## src/rtl/bus_arbiter.sv

```systemverilog
// bus_arbiter
// Grants drive rights on the shared OR-combined bus to one source at a time.
// Priority is round-robin. An unlocked owner is released once it has held the
// bus for p_max_hold cycles while another source waits. A one-cycle turnaround
// (RELEASE) always separates owners so the bus returns to all-zero. Any source
// that drives the bus without holding the grant raises a sticky conflict flag.
//
// Ports:
//   i_w_clk, i_w_rst_n : clock (rising edge), asynchronous active-low reset
//   i_w_req            : per-source level request
//   i_w_lock           : per-source lock; the owner's bit suppresses preemption
//   i_w_src_active     : per-source "driving nonzero on the bus" indication
//   i_w_clr_err        : clears o_r_conflict (a new conflict wins over clear)
//   o_r_grant          : one-hot drive enable, zero when there is no owner
//   o_r_owner          : index of the owner, zero when there is no owner
//   o_r_busy           : high while a source owns the bus
//   o_r_preempt        : one-cycle pulse in the RELEASE cycle of a forced release
//   o_r_conflict       : sticky unauthorised-driver flag
module bus_arbiter #(
    parameter int p_num_masters = 4,
    parameter int p_max_hold    = 4
) (
    input  logic                             i_w_clk,
    input  logic                             i_w_rst_n,
    input  logic [p_num_masters-1:0]         i_w_req,
    input  logic [p_num_masters-1:0]         i_w_lock,
    input  logic [p_num_masters-1:0]         i_w_src_active,
    input  logic                             i_w_clr_err,
    output logic [p_num_masters-1:0]         o_r_grant,
    output logic [$clog2(p_num_masters)-1:0] o_r_owner,
    output logic                             o_r_busy,
    output logic                             o_r_preempt,
    output logic                             o_r_conflict
);

    localparam int ow = $clog2(p_num_masters);
    localparam int hw = $clog2(p_max_hold + 1);
    localparam logic [hw-1:0] hold_max = hw'(p_max_hold);
    localparam logic [p_num_masters-1:0] one_hot_0 = {{(p_num_masters-1){1'b0}}, 1'b1};

    typedef enum logic [1:0] {
        st_idle,
        st_grant,
        st_release
    } state_t;

    state_t                   state_q, state_d;
    logic [ow-1:0]            rr_ptr_q, rr_ptr_d;
    logic [hw-1:0]            hold_cnt_q, hold_cnt_d;
    logic [hw-1:0]            hold_inc;
    logic [p_num_masters-1:0] grant_d;
    logic [ow-1:0]            owner_d;
    logic                     busy_d, preempt_d, conflict_d;
    logic                     found;
    logic [ow-1:0]            winner, winner_next;
    logic [ow:0]              idx;
    logic                     owner_req, owner_lock, others_req, conflict_set;

    // Round-robin search: first requesting index visiting rr_ptr, rr_ptr+1, ...
    // modulo N. The index is formed one bit wider so the wrap can be detected
    // for any N, power of two or not.
    always_comb begin
        found  = 1'b0;
        winner = '0;
        idx    = '0;
        for (int i = 0; i < p_num_masters; i++) begin
            idx = {1'b0, rr_ptr_q} + (ow+1)'(i);
            if (idx >= (ow+1)'(p_num_masters)) begin
                idx = idx - (ow+1)'(p_num_masters);
            end
            if (!found && i_w_req[idx[ow-1:0]]) begin
                found  = 1'b1;
                winner = idx[ow-1:0];
            end
        end
    end

    // The grant register is one-hot on the owner while in GRANT and zero
    // otherwise, so masking with it answers "owner" vs "anyone else" directly.
    // The same mask makes every active source a conflict outside GRANT.
    assign owner_req    = |(i_w_req & o_r_grant);
    assign owner_lock   = |(i_w_lock & o_r_grant);
    assign others_req   = |(i_w_req & ~o_r_grant);
    assign conflict_set = |(i_w_src_active & ~o_r_grant);
    assign winner_next  = (winner == ow'(p_num_masters - 1)) ? '0 : winner + ow'(1);
    assign hold_inc     = (hold_cnt_q < hold_max) ? hold_cnt_q + hw'(1) : hold_cnt_q;

    // Next-state and registered-output logic. All outputs are produced here
    // and registered together with the state so they change on the same edge.
    always_comb begin
        state_d    = state_q;
        rr_ptr_d   = rr_ptr_q;
        hold_cnt_d = hold_cnt_q;
        grant_d    = o_r_grant;
        owner_d    = o_r_owner;
        busy_d     = o_r_busy;
        preempt_d  = 1'b0;
        conflict_d = conflict_set ? 1'b1 : (i_w_clr_err ? 1'b0 : o_r_conflict);

        case (state_q)
            st_idle, st_release: begin
                if (found) begin
                    state_d    = st_grant;
                    grant_d    = one_hot_0 << winner;
                    owner_d    = winner;
                    busy_d     = 1'b1;
                    hold_cnt_d = hw'(1);
                    rr_ptr_d   = winner_next;
                end else begin
                    state_d    = st_idle;
                    grant_d    = '0;
                    owner_d    = '0;
                    busy_d     = 1'b0;
                    hold_cnt_d = '0;
                end
            end
            st_grant: begin
                if (!owner_req) begin
                    state_d    = st_release;
                    grant_d    = '0;
                    owner_d    = '0;
                    busy_d     = 1'b0;
                    hold_cnt_d = '0;
                end else if (owner_lock) begin
                    // Keep counting so an expired hold is enforced as soon
                    // as the lock drops.
                    hold_cnt_d = hold_inc;
                end else if ((hold_cnt_q >= hold_max) && others_req) begin
                    state_d    = st_release;
                    grant_d    = '0;
                    owner_d    = '0;
                    busy_d     = 1'b0;
                    hold_cnt_d = '0;
                    preempt_d  = 1'b1;
                end else begin
                    hold_cnt_d = hold_inc;
                end
            end
            default: begin
                state_d    = st_idle;
                grant_d    = '0;
                owner_d    = '0;
                busy_d     = 1'b0;
                hold_cnt_d = '0;
            end
        endcase
    end

    // State and output registers; reset drops the grant immediately.
    always_ff @(posedge i_w_clk or negedge i_w_rst_n) begin
        if (!i_w_rst_n) begin
            state_q      <= st_idle;
            rr_ptr_q     <= '0;
            hold_cnt_q   <= '0;
            o_r_grant    <= '0;
            o_r_owner    <= '0;
            o_r_busy     <= 1'b0;
            o_r_preempt  <= 1'b0;
            o_r_conflict <= 1'b0;
        end else begin
            state_q      <= state_d;
            rr_ptr_q     <= rr_ptr_d;
            hold_cnt_q   <= hold_cnt_d;
            o_r_grant    <= grant_d;
            o_r_owner    <= owner_d;
            o_r_busy     <= busy_d;
            o_r_preempt  <= preempt_d;
            o_r_conflict <= conflict_d;
        end
    end

endmodule

```

## config.mk

```make
export PLATFORM = sky130hd
export DESIGN_NAME = bus_arbiter
export DESIGN_NICKNAME = d
export VERILOG_FILES = /design/src/rtl/bus_arbiter.sv
export SDC_FILE = /design/constraint.sdc
export NUM_CORES = 1
export LEC_CHECK = 0
export ABC_CLOCK_PERIOD_IN_PS = 5450
export CAP_MARGIN = 25
export CORE_MARGIN = 5
export CORE_UTILIZATION = 34
export CTS_CLUSTER_SIZE = 40
export DETAILED_ROUTE_END_ITERATION = 12
export PLACE_DENSITY = 0.65
export SETUP_SLACK_MARGIN = 0.5
export SLEW_MARGIN = 0
export SYNTH_ARGS = -nofsm -noshare
export SYNTH_HDL_FRONTEND = slang
export SYNTH_SLANG_ARGS = --single-unit
```

## constraint.sdc

```tcl
create_clock -name i_w_clk -period 5.45 [get_ports i_w_clk]
set_clock_uncertainty 0.1 [all_clocks]
set_input_delay 0.545 -clock i_w_clk [delete_from_list [all_inputs] [get_ports i_w_clk]]
set_output_delay 0.545 -clock i_w_clk [all_outputs]
set_load 0.02 [all_outputs]
```

==> results_dict.tcl <==
set metrics [dict create \
    dieWidth_um 60.0 \
    synth.ff_latch_count 16 \
    report.final.hold_viol_count 0 \
    hpwl_um 1400 \
    clk_path_buf_depth 2 \
    antenna_found_initial 0 \
    cts_resized 0 \
    syn-mean-instance-area_um2 11.2 \
    cts_root_buf "sky130_fd_sc_hd__clkbuf_4" \
    starting_density_pct 34.9 \
    layout-drive-gt1-share_pct 5.88 \
    grt_max_degree 17 \
    die-area_mm2 0.00360 \
    post_synth_most_frequent_cells "sky130_fd_sc_hd__dfrtp_1 (16), sky130_fd_sc_hd__inv_1 (9), sky130_fd_sc_hd__ha_1 (6)" \
    synth_seq_area_share_pct 47.1 \
    ys_warn_count 0 \
    post-cts-setup-buffer-count 0 \
    antenna_cells_inserted 0 \
    cpPeakStageDelay_ps 560 \
    holdCritPathClass "flip-flop to flip-flop" \
    hold_start "o_r_busy" \
    postSynth.asyncResetShare_pct 100 \
    path_clk_slew_ps 100 \
    worst_skew_pair.late_latency_ps 280 \
    cts_made_buffers 3 \
    design.portCount 24 \
    rrSetupSlack_ps 3500 \
    finalWeightedCongestion 0.783 \
    fmax_mhz 453 \
    list_of_cells_traversed_by_the_critical_path "clkdlybuf4s50_1, nor3b_1, a2111oi_0, nor2_1, ha_1, mux2_1" \
    netlist-cell-type-count 29 \
    cts_tree "done" \
    final.setup.tns_ps 0 \
    p_total_mw 0.521 \
    nets 124 \
    worst-slew-pin-transition_ps 757 \
    worst-endpoint-required_ps 5530 \
    setup_repair_after_global_routing_missed_its_margin "false" \
    dp_slack_ps 2950 \
    vdd_ir_drop_max_mv 0.273 \
    routed_via_density 5.08 \
    layout.core_utilization_pct 47.0 \
    leakagePower_nw 0.505 \
    clock_sinks 16 \
    final-setup-viol-count 0 \
    drt-wirelength-per-cell_um 14.6 \
    syn_nets 97 \
    finalMaxSlewViolations 0 \
    synth_edf_count 0 \
    h-tree-depth 1 \
    timing.critical_path.arrival_ps 2280 \
    power_density_mw_per_mm2 457 \
    detailroute.via_count 671 \
    detail_route.drc_violations 0 \
    overflow 0 \
    r2r_cells 5 \
    drt-initial-drc-count 18 \
    post-synth-top-area-cell "sky130_fd_sc_hd__dfrtp_1" \
    timing.critical_path.from_type "input pin" \
    drt_pass1_iterations 4 \
    grt_util_all_layers_pct 11.7 \
    route.final.wire_length_um 1920 \
    antenna_nets_post_route 0 \
    synthesis.instances 76 \
    die_height_um 60.0 \
    finalCritPeriodShare_pct 40.5 \
    crit_slowest_cell "sky130_fd_sc_hd__clkdlybuf4s50_1" \
    most_numerous_cell_in_the_yosys_netlist "sky130_fd_sc_hd__dfrtp_1" \
    worst_hold_path.num_cells 1 \
    finalCriticalPeriod_ps 2210 \
    placement.io_buffers 23 \
    max_cap_viols 0 \
    syn_to_final_growth_pct 34.5 \
    synth-main-ff-cell "sky130_fd_sc_hd__dfrtp_1" \
    postLayoutSetupSlackWorst_ps 3240 \
    std_cell_rows 18 \
    first_global_vias 667 \
    worstSetupEndpointType "flip-flop" \
    timing.slew.headroom_pct 49.4 \
    critical_path_class "input pin to flip-flop" \
    worst-path-max-fanout 5 \
    global_route_wire_length_before_repair_um 3180 \
    rr_endpoint "rr_ptr_q[1]" \
    yosys-top-cells-area "sky130_fd_sc_hd__dfrtp_1 (47%), sky130_fd_sc_hd__ha_1 (8.8%), sky130_fd_sc_hd__a22o_1 (5.2%), sky130_fd_sc_hd__inv_1 (4.0%), sky130_fd_sc_hd__a21o_1 (2.7%)" \
    critical_r2r_launch "rr_ptr_q[1]" \
    fp.coreArea_mm2 0.00243 \
    post_synth_instance_area_um2 850 \
    min_delay_worst_endpoint "o_r_busy" \
    run_status "completed" \
    holdBufCountCts 0 \
    synth.top_cell.area_share_pct 47.1 \
]
per-stage QoR:
step           hold WS [ps]  std cells  instance area [um^2]
2_1_floorplan           149         76                   850
3_3_place_gp            366        128                  1110
3_5_place_dp            366        128                  1110
4_1_cts                 388        132                  1140
5_1_grt                 426        132                  1140
6_report                385        132                  1140
critical path: cells and delay by family:
kind / cells / cell delay (ps)
AO/OA/AOI/OAI: 1 / 360
multiplexers: 1 / 280
buffers and inverters: 1 / 560
adder cells (fa/ha/maj): 1 / 290
AND/OR/NAND/NOR: 2 / 240
where the power goes:
group	switching (mW)	internal [mW]
Clock	0.0375	0.0406
Sequential	0.0469	0.162
Combinational	0.118	0.117
state kept, by name (all words and copies together), names as in the netlist:
| register | count |
|---|---|
| o_r_busy | 1 |
| rr_ptr_q | 2 |
| o_r_conflict | 1 |
| o_r_owner | 2 |
| hold_cnt_q | 3 |
| o_r_grant | 4 |
| state_q | 2 |
| o_r_preempt | 1 |
final cells by class:
class                      count  area [um^2]
sequential                    16          400
fill                         242         1290
clock buffer                   4         36.3
tap                           30         37.5
inverter                       9         33.8
timing repair buffer          23          230
multi-input combinational     50          404
cell families after synthesis:
| logic type | share of synthesized area (%) |
|---|---|
| compound gates | 24.2 |
| simple gates | 10.9 |
| flops | 47.1 |
| buf+inv | 5.30 |
| fa+ha+maj | 8.84 |
| mux | 3.68 |
routing by layer:
layer	vias up	share of wire [%]	global-route usage, %
met4	0	0.99	3.80
met3	2	7.9	3.67
met2	26	45	18.7
met5	-	0	0
li1	328	-	-
met1	315	46	15.0
cell usage in the layout (no fill, tap or decap):
master and instances:
sky130_fd_sc_hd__a2111o_1 1, sky130_fd_sc_hd__a2111oi_0 1, sky130_fd_sc_hd__a21o_1 3, sky130_fd_sc_hd__a21oi_1 2, sky130_fd_sc_hd__a21oi_2 1, sky130_fd_sc_hd__a221o_1 1
sky130_fd_sc_hd__a222oi_1 2, sky130_fd_sc_hd__a22o_1 5, sky130_fd_sc_hd__a22oi_1 2, sky130_fd_sc_hd__a41oi_2 1, sky130_fd_sc_hd__and2b_1 2, sky130_fd_sc_hd__clkbuf_4 3
sky130_fd_sc_hd__clkbuf_8 1, sky130_fd_sc_hd__clkdlybuf4s50_1 23, sky130_fd_sc_hd__dfrtp_1 16, sky130_fd_sc_hd__ha_1 6, sky130_fd_sc_hd__inv_1 9, sky130_fd_sc_hd__mux2_1 1
sky130_fd_sc_hd__mux2i_1 2, sky130_fd_sc_hd__nand2_1 2, sky130_fd_sc_hd__nand2b_1 2, sky130_fd_sc_hd__nand4_1 1, sky130_fd_sc_hd__nor2_1 5, sky130_fd_sc_hd__nor2b_1 3
sky130_fd_sc_hd__nor3b_1 1, sky130_fd_sc_hd__o21a_1 1, sky130_fd_sc_hd__o21ai_0 1, sky130_fd_sc_hd__o221ai_1 1, sky130_fd_sc_hd__o22a_1 1, sky130_fd_sc_hd__o2bb2ai_1 1
sky130_fd_sc_hd__or2_1 1
worst max-delay path by stage:
stage | from | endpoint | slack, ps | cells after the start
floorplan | i_w_req[1] | rr_ptr_q[1] | 3650 | 5
detailed placement | i_w_req[1] | rr_ptr_q[1] | 2950 | 6
global placement | i_w_req[1] | rr_ptr_q[1] | 2970 | 6
CTS | i_w_req[2] | o_r_owner[1] | 3260 | 5
finish | i_w_req[1] | rr_ptr_q[1] | 3240 | 6
global route | i_w_req[1] | rr_ptr_q[1] | 3160 | 6
Power figures use the tool's default switching activity.
